===== src/rtl/iact_diag_feeder.sv =====
// iact_diag_feeder: pulls lockstep 12-bit iact words from the GLB lanes, packs
// each lane's lo/hi word pair into one 24-bit transfer for PE_cluster, and
// drives the per-PE iact_choose diagonal routing pattern for that transfer.
//
// Handshake rules: a GLB word is consumed on a rising clock edge where
// glb_iact_valid_i and glb_iact_ready_o are both high. A PE transfer completes
// on a rising edge where pe_iact_enable_o and pe_iact_ready_i are all ones;
// until then data, enable and choose are held stable. Partial ready does not
// complete any lane.
module iact_diag_feeder #(
  parameter int WORD_BITWIDTH      = 12,
  parameter int DATA_BITWIDTH_IACT = 24,
  parameter int NUM_GLB_IACT       = 3,
  parameter int PE_ROWS            = 3,
  parameter int PE_COLUMNS         = 4,
  parameter int NUM_WORDS          = 8,
  parameter int NUM_DIAGS          = 2,
  parameter int CHOOSE_W           = $clog2(NUM_GLB_IACT + 1)
) (
  input  logic                                       clk_i,
  input  logic                                       rst_ni,
  input  logic                                       start_i,
  output logic                                       busy_o,
  output logic                                       done_o,
  input  logic [NUM_GLB_IACT*WORD_BITWIDTH-1:0]      glb_iact_data_i,
  input  logic                                       glb_iact_valid_i,
  output logic                                       glb_iact_ready_o,
  output logic [NUM_GLB_IACT*DATA_BITWIDTH_IACT-1:0] pe_iact_data_o,
  output logic [NUM_GLB_IACT-1:0]                    pe_iact_enable_o,
  input  logic [NUM_GLB_IACT-1:0]                    pe_iact_ready_i,
  output logic [PE_COLUMNS*PE_ROWS*CHOOSE_W-1:0]     iact_choose_o,
  output logic [2:0]                                 dbg_state_o
);

  localparam int WCW = (NUM_WORDS > 1) ? $clog2(NUM_WORDS) : 1;
  localparam int DCW = (NUM_DIAGS > 1) ? $clog2(NUM_DIAGS) : 1;
  localparam int NPE = PE_COLUMNS * PE_ROWS;
  localparam logic [WCW-1:0] LAST_WORD = WCW'(NUM_WORDS - 1);
  localparam logic [DCW-1:0] LAST_DIAG = DCW'(NUM_DIAGS - 1);
  localparam logic [CHOOSE_W-1:0] IDLE_CODE = CHOOSE_W'(NUM_GLB_IACT);
  localparam logic [NPE*CHOOSE_W-1:0] CHOOSE_IDLE = {NPE{IDLE_CODE}};

  typedef enum logic [2:0] {
    S_IDLE     = 3'd0,
    S_FETCH_LO = 3'd1,
    S_FETCH_HI = 3'd2,
    S_SEND     = 3'd3,
    S_DONE     = 3'd4
  } state_t;

  state_t                                state;
  logic [WCW-1:0]                        word_cnt;
  logic [DCW-1:0]                        diag_cnt;
  logic [NUM_GLB_IACT*WORD_BITWIDTH-1:0] lo_q;

  // PE (c,r) listens to lane s-base when its anti-diagonal s=c+r falls inside
  // the current diagonal group's window; every other PE gets the idle code.
  function automatic logic [NPE*CHOOSE_W-1:0] diag_choose(input logic [DCW-1:0] diag);
    logic [NPE*CHOOSE_W-1:0] f;
    int s;
    int base;
    f    = CHOOSE_IDLE;
    base = int'(diag) * NUM_GLB_IACT;
    for (int c = 0; c < PE_COLUMNS; c++) begin
      for (int r = 0; r < PE_ROWS; r++) begin
        s = c + r;
        if (s >= base && s < base + NUM_GLB_IACT) begin
          f[(c*PE_ROWS + r)*CHOOSE_W +: CHOOSE_W] = CHOOSE_W'(s - base);
        end
      end
    end
    return f;
  endfunction

  assign dbg_state_o = state;

  // Run sequencer: all outputs are registered and updated alongside the state.
  always_ff @(posedge clk_i or negedge rst_ni) begin
    if (!rst_ni) begin
      state            <= S_IDLE;
      word_cnt         <= '0;
      diag_cnt         <= '0;
      lo_q             <= '0;
      busy_o           <= 1'b0;
      done_o           <= 1'b0;
      glb_iact_ready_o <= 1'b0;
      pe_iact_enable_o <= '0;
      pe_iact_data_o   <= '0;
      iact_choose_o    <= CHOOSE_IDLE;
    end else begin
      case (state)
        S_IDLE: begin
          if (start_i) begin
            state            <= S_FETCH_LO;
            word_cnt         <= '0;
            diag_cnt         <= '0;
            busy_o           <= 1'b1;
            glb_iact_ready_o <= 1'b1;
          end
        end
        S_FETCH_LO: begin
          if (glb_iact_valid_i) begin
            lo_q  <= glb_iact_data_i;
            state <= S_FETCH_HI;
          end
        end
        S_FETCH_HI: begin
          if (glb_iact_valid_i) begin
            state            <= S_SEND;
            glb_iact_ready_o <= 1'b0;
            pe_iact_enable_o <= '1;
            iact_choose_o    <= diag_choose(diag_cnt);
            for (int k = 0; k < NUM_GLB_IACT; k++) begin
              pe_iact_data_o[k*DATA_BITWIDTH_IACT +: DATA_BITWIDTH_IACT] <=
                {glb_iact_data_i[k*WORD_BITWIDTH +: WORD_BITWIDTH],
                 lo_q[k*WORD_BITWIDTH +: WORD_BITWIDTH]};
            end
          end
        end
        S_SEND: begin
          if (&pe_iact_ready_i) begin
            pe_iact_enable_o <= '0;
            iact_choose_o    <= CHOOSE_IDLE;
            if (word_cnt == LAST_WORD && diag_cnt == LAST_DIAG) begin
              state    <= S_DONE;
              done_o   <= 1'b1;
              word_cnt <= '0;
            end else begin
              state            <= S_FETCH_LO;
              glb_iact_ready_o <= 1'b1;
              if (word_cnt == LAST_WORD) begin
                word_cnt <= '0;
                diag_cnt <= diag_cnt + 1'b1;
              end else begin
                word_cnt <= word_cnt + 1'b1;
              end
            end
          end
        end
        S_DONE: begin
          state  <= S_IDLE;
          done_o <= 1'b0;
          busy_o <= 1'b0;
        end
        default: begin
          state            <= S_IDLE;
          busy_o           <= 1'b0;
          done_o           <= 1'b0;
          glb_iact_ready_o <= 1'b0;
          pe_iact_enable_o <= '0;
          iact_choose_o    <= CHOOSE_IDLE;
        end
      endcase
    end
  end

endmodule

===== config.mk =====
export PLATFORM = sky130hd
export DESIGN_NAME = iact_diag_feeder
export DESIGN_NICKNAME = d
export VERILOG_FILES = /design/src/rtl/iact_diag_feeder.sv
export SDC_FILE = /design/constraint.sdc
export NUM_CORES = 1
export LEC_CHECK = 0
export ABC_AREA = 1
export BUFFER_PORTS_ARGS = -buffer_cell sky130_fd_sc_hd__buf_2
export CAP_MARGIN = 0
export CELL_PAD_IN_SITES_DETAIL_PLACEMENT = 0
export CELL_PAD_IN_SITES_GLOBAL_PLACEMENT = 1
export CORE_AREA = 4 4 135 124
export DETAILED_ROUTE_END_ITERATION = 7
export DIE_AREA = 0 0 139 128
export PLACE_DENSITY_LB_ADDON = 0.05
export RECOVER_POWER = 25
export REMOVE_ABC_BUFFERS = 1
export SLEW_MARGIN = 15
export SYNTH_ARGS = -nofsm -noshare
export SYNTH_HDL_FRONTEND = slang
export SYNTH_SLANG_ARGS = --single-unit

===== constraint.sdc =====
create_clock -name clk_i -period 2.3 [get_ports clk_i]
set_input_delay 0.69 -clock clk_i [delete_from_list [all_inputs] [get_ports clk_i]]
set_output_delay 0.69 -clock clk_i [all_outputs]
set_load 0.05 [all_outputs]

==> run_results.csv <==
group,metric,value,unit
worst_setup_path,critical_path_class,"reg -> out",
worst_setup_path,r2r-start,"dbg_state_o[2]",
layout,n_fill_cell,1604,
worst_setup_path,critPathLaunchType,"flop",
yosys,ys_types,25,
global_routing,grt_usage,0.137,
route,drc_errors,0,
die,die_h,128,um
pwr,power_leakage,0.00347,uW
worst_setup_path,rrSetupSlack,700,ps
worst_setup_path,cp_data_required_time,1610,ps
clock_network,clk_pin_slew,50,ps
clock_network,clk_latency,410,ps
sta,timing.slew.headroom,0.123,
yosys,postSynthCellCount,544,
die,fp.dieW,139,um
yosys,synth_top_cell_area_share,0.602,
route,via_count,3787,
clock_network,cts.path.max_buffers,2,
sta,fin_ws,312,ps
placement,pre_cts_slack,504,ps
clock_network,postCtsHoldBufs,0,
worst_setup_path,crit_arrival,1300,ps
yosys,ys_warn_count,0,
worst_setup_path,worst_setup_path_end_kind,"output pin",
worst_setup_path,critPathLaunch,"iact_choose_o[22]",
placement,routabilityCongestion,0.789,
status,status,"finished, final reports clean",
worst_setup_path,cp_top_family,"flip-flops",
yosys,synth_top_cell_by_area,"dfrtp_1",
sta,finalSetupViolCount,0,
sta,finalMaxSlewViolations,0,
worst_setup_path,crit_buf_inv,1,
yosys,syn_area_per_cell,9.09,um2
route,ant_nets,0,
clock_network,cts_tree,"done",
layout,diodes,0,
route,wl_per_cell,12.9,um
route,drt_wl_total,11400,um
yosys,yosys-top-cells-area,"dfrtp_1 (60%), nand2_1 (16%), o21ai_0 (4.8%), buf_4 (4.7%), inv_1 (3.8%)",
layout,final_common_cell,"nand2_1",
global_routing,grt_max_degree,62,
worst_hold_path,hold_class,"in -> async",
clock_network,h-tree-depth,4,
global_routing,grt_antenna_before_repair,0,
sta,finalSetupTns,0,ps
sta,tightestPinTransition,1310,ps
worst_setup_path,path_cells,"buf_2",
route,drt_pass1_iterations,4,
die,num_rows,43,
pwr,p_per_area,1770,nW/um2
flow_run,cap_viol_max_count,0,
sta,final_hold_viol_count,0,
clock_network,ctsResizeCount,0,
layout,area_delta_synth_final,25.1,%
layout,fin_util,0.405,
sta,finalCritPeriodShare,0.864,
layout,seqCellArea,3030,um2
worst_setup_path,worst-r2r-cell-count,7,
worst_setup_path,max_stage_delay,600,ps
sta,skew,10.9,ps
pwr,p_total,11000,uW
yosys,syn_area,4940,um2
clock_network,numCtsBuffers,17,
layout,num-nets-final,716,
placement,portBuffers,139,
die,initial_core_util,0.324,
pwr,irDropWorstVdd,0.798,mV
clock_network,cts_num_sinks,121,
sta,fmax,503,MHz
layout,final_cell_mix,"nand2_1 (213), buf_2 (138), dfrtp_1 (119), inv_1 (50), o21ai_0 (47)",
die,core,15300,um2
worst_setup_path,crit_path_top_delay_cell,"dfstp_2",
die,floorplan.die_area,17800,um2
worst_setup_path,cp_max_fo,10,
sta,rsz0062_at_grt,"no",
global_routing,grt_pass1_vias,3823,
layout,layout-drive-gt1-share,0.264,
clock_network,postCtsSetupBuffers,0,
yosys,ys_ff_latch,121,
placement,place_area,5690,um2
clock_network,cts_root_buf,"clkbuf_16",
placement,hpwl,7870,um
route,via_per_inst,4.28,
yosys,ys_seq_area_frac,0.613,
route,dr.first_iter.drc_count,213,
worst_setup_path,path_depth,1,
sta,period_needed,1990,ps
layout,multiInputGateArea,1420,um2
global_routing,gr-total-overflow,0,
global_routing,grt_pass1_wl,19300,um
layout,final_area,6190,um2
die,num_io_pins,148,
## cell usage after synthesis
library cell,count
ha_1,2
buf_6,3
o21bai_1,1
clkbuf_2,1
nand4_1,1
inv_1,50
nand3_1,11
buf_4,31
buf_2,12
nand3b_1,1
nor2_2,2
nor2_4,1
dfstp_2,2
o21ai_0,47
nand2_1,213
o21ai_1,28
nand2_2,2
inv_2,1
dfrtp_1,119
a22oi_1,2
nand3_2,1
nor2_1,9
conb_1,1
or2_1,1
a21oi_1,2
## where the power goes
group	switching, uW	leakage, uW	internal [uW]
sequential	548	0.00153	3100
combinational	3910	0.00169	1080
clock	850	0.000257	1470
## final timing paths
| path | end |
|---|---|
| max in group asynchronous | lo_q[28] |
| hold / removal | dbg_state_o[1] |
| setup / recovery | iact_choose_o[17] |
| setup reg to reg | pe_iact_data_o[22] |
| min in group clk_i | pe_iact_data_o[25] |
| hold reg to reg | pe_iact_data_o[25] |
## metal layers
| layer | GRT usage | part of all wire |
|---|---|---|
| met3 | 0.0455 | 0.066 |
| met5 | 0 | 0 |
| met2 | 0.211 | 0.44 |
| met4 | 0.0552 | 0.016 |
| met1 | 0.181 | 0.48 |
## layout make-up
type,instances,share of cell area
clock buffers,27,0.0813
clock inverters,3,0.00243
inverters,51,0.0311
multi-input cells,332,0.229
flip-flops and latches,121,0.490
well taps,202,0.0408
repair buffers,148,0.125
## state kept, by name, indices dropped and copies added, names as in the netlist
signal / count
pe_iact_data_o: 72
dbg_state_o: 3
done_o: 1
lo_q: 36
iact_choose_o: 2
glb_iact_ready_o: 1
diag_cnt: 1
word_cnt: 3
busy_o: 1
pe_iact_enable_o: 1
## stage by stage
step | instances | hold slack [ps]
2_1_floorplan | 504 | 394
3_3_place_gp | 854 | 450
3_5_place_dp | 854 | 455
4_1_cts | 884 | 160
5_1_grt | 884 | 168
6_report | 884 | 164
## logic make-up (layout without fill, tap and decap cells)
logic type	after synthesis	count (layout)	share of synthesized area
compound gates	80	80	0.0825
other cells	1	8	0.000758
flops	121	121	0.613
buf+inv	98	229	0.106
fa+ha+maj	2	2	0.00506
simple gates	242	242	0.193
No activity file was read; power rests on OpenSTA's default activity.
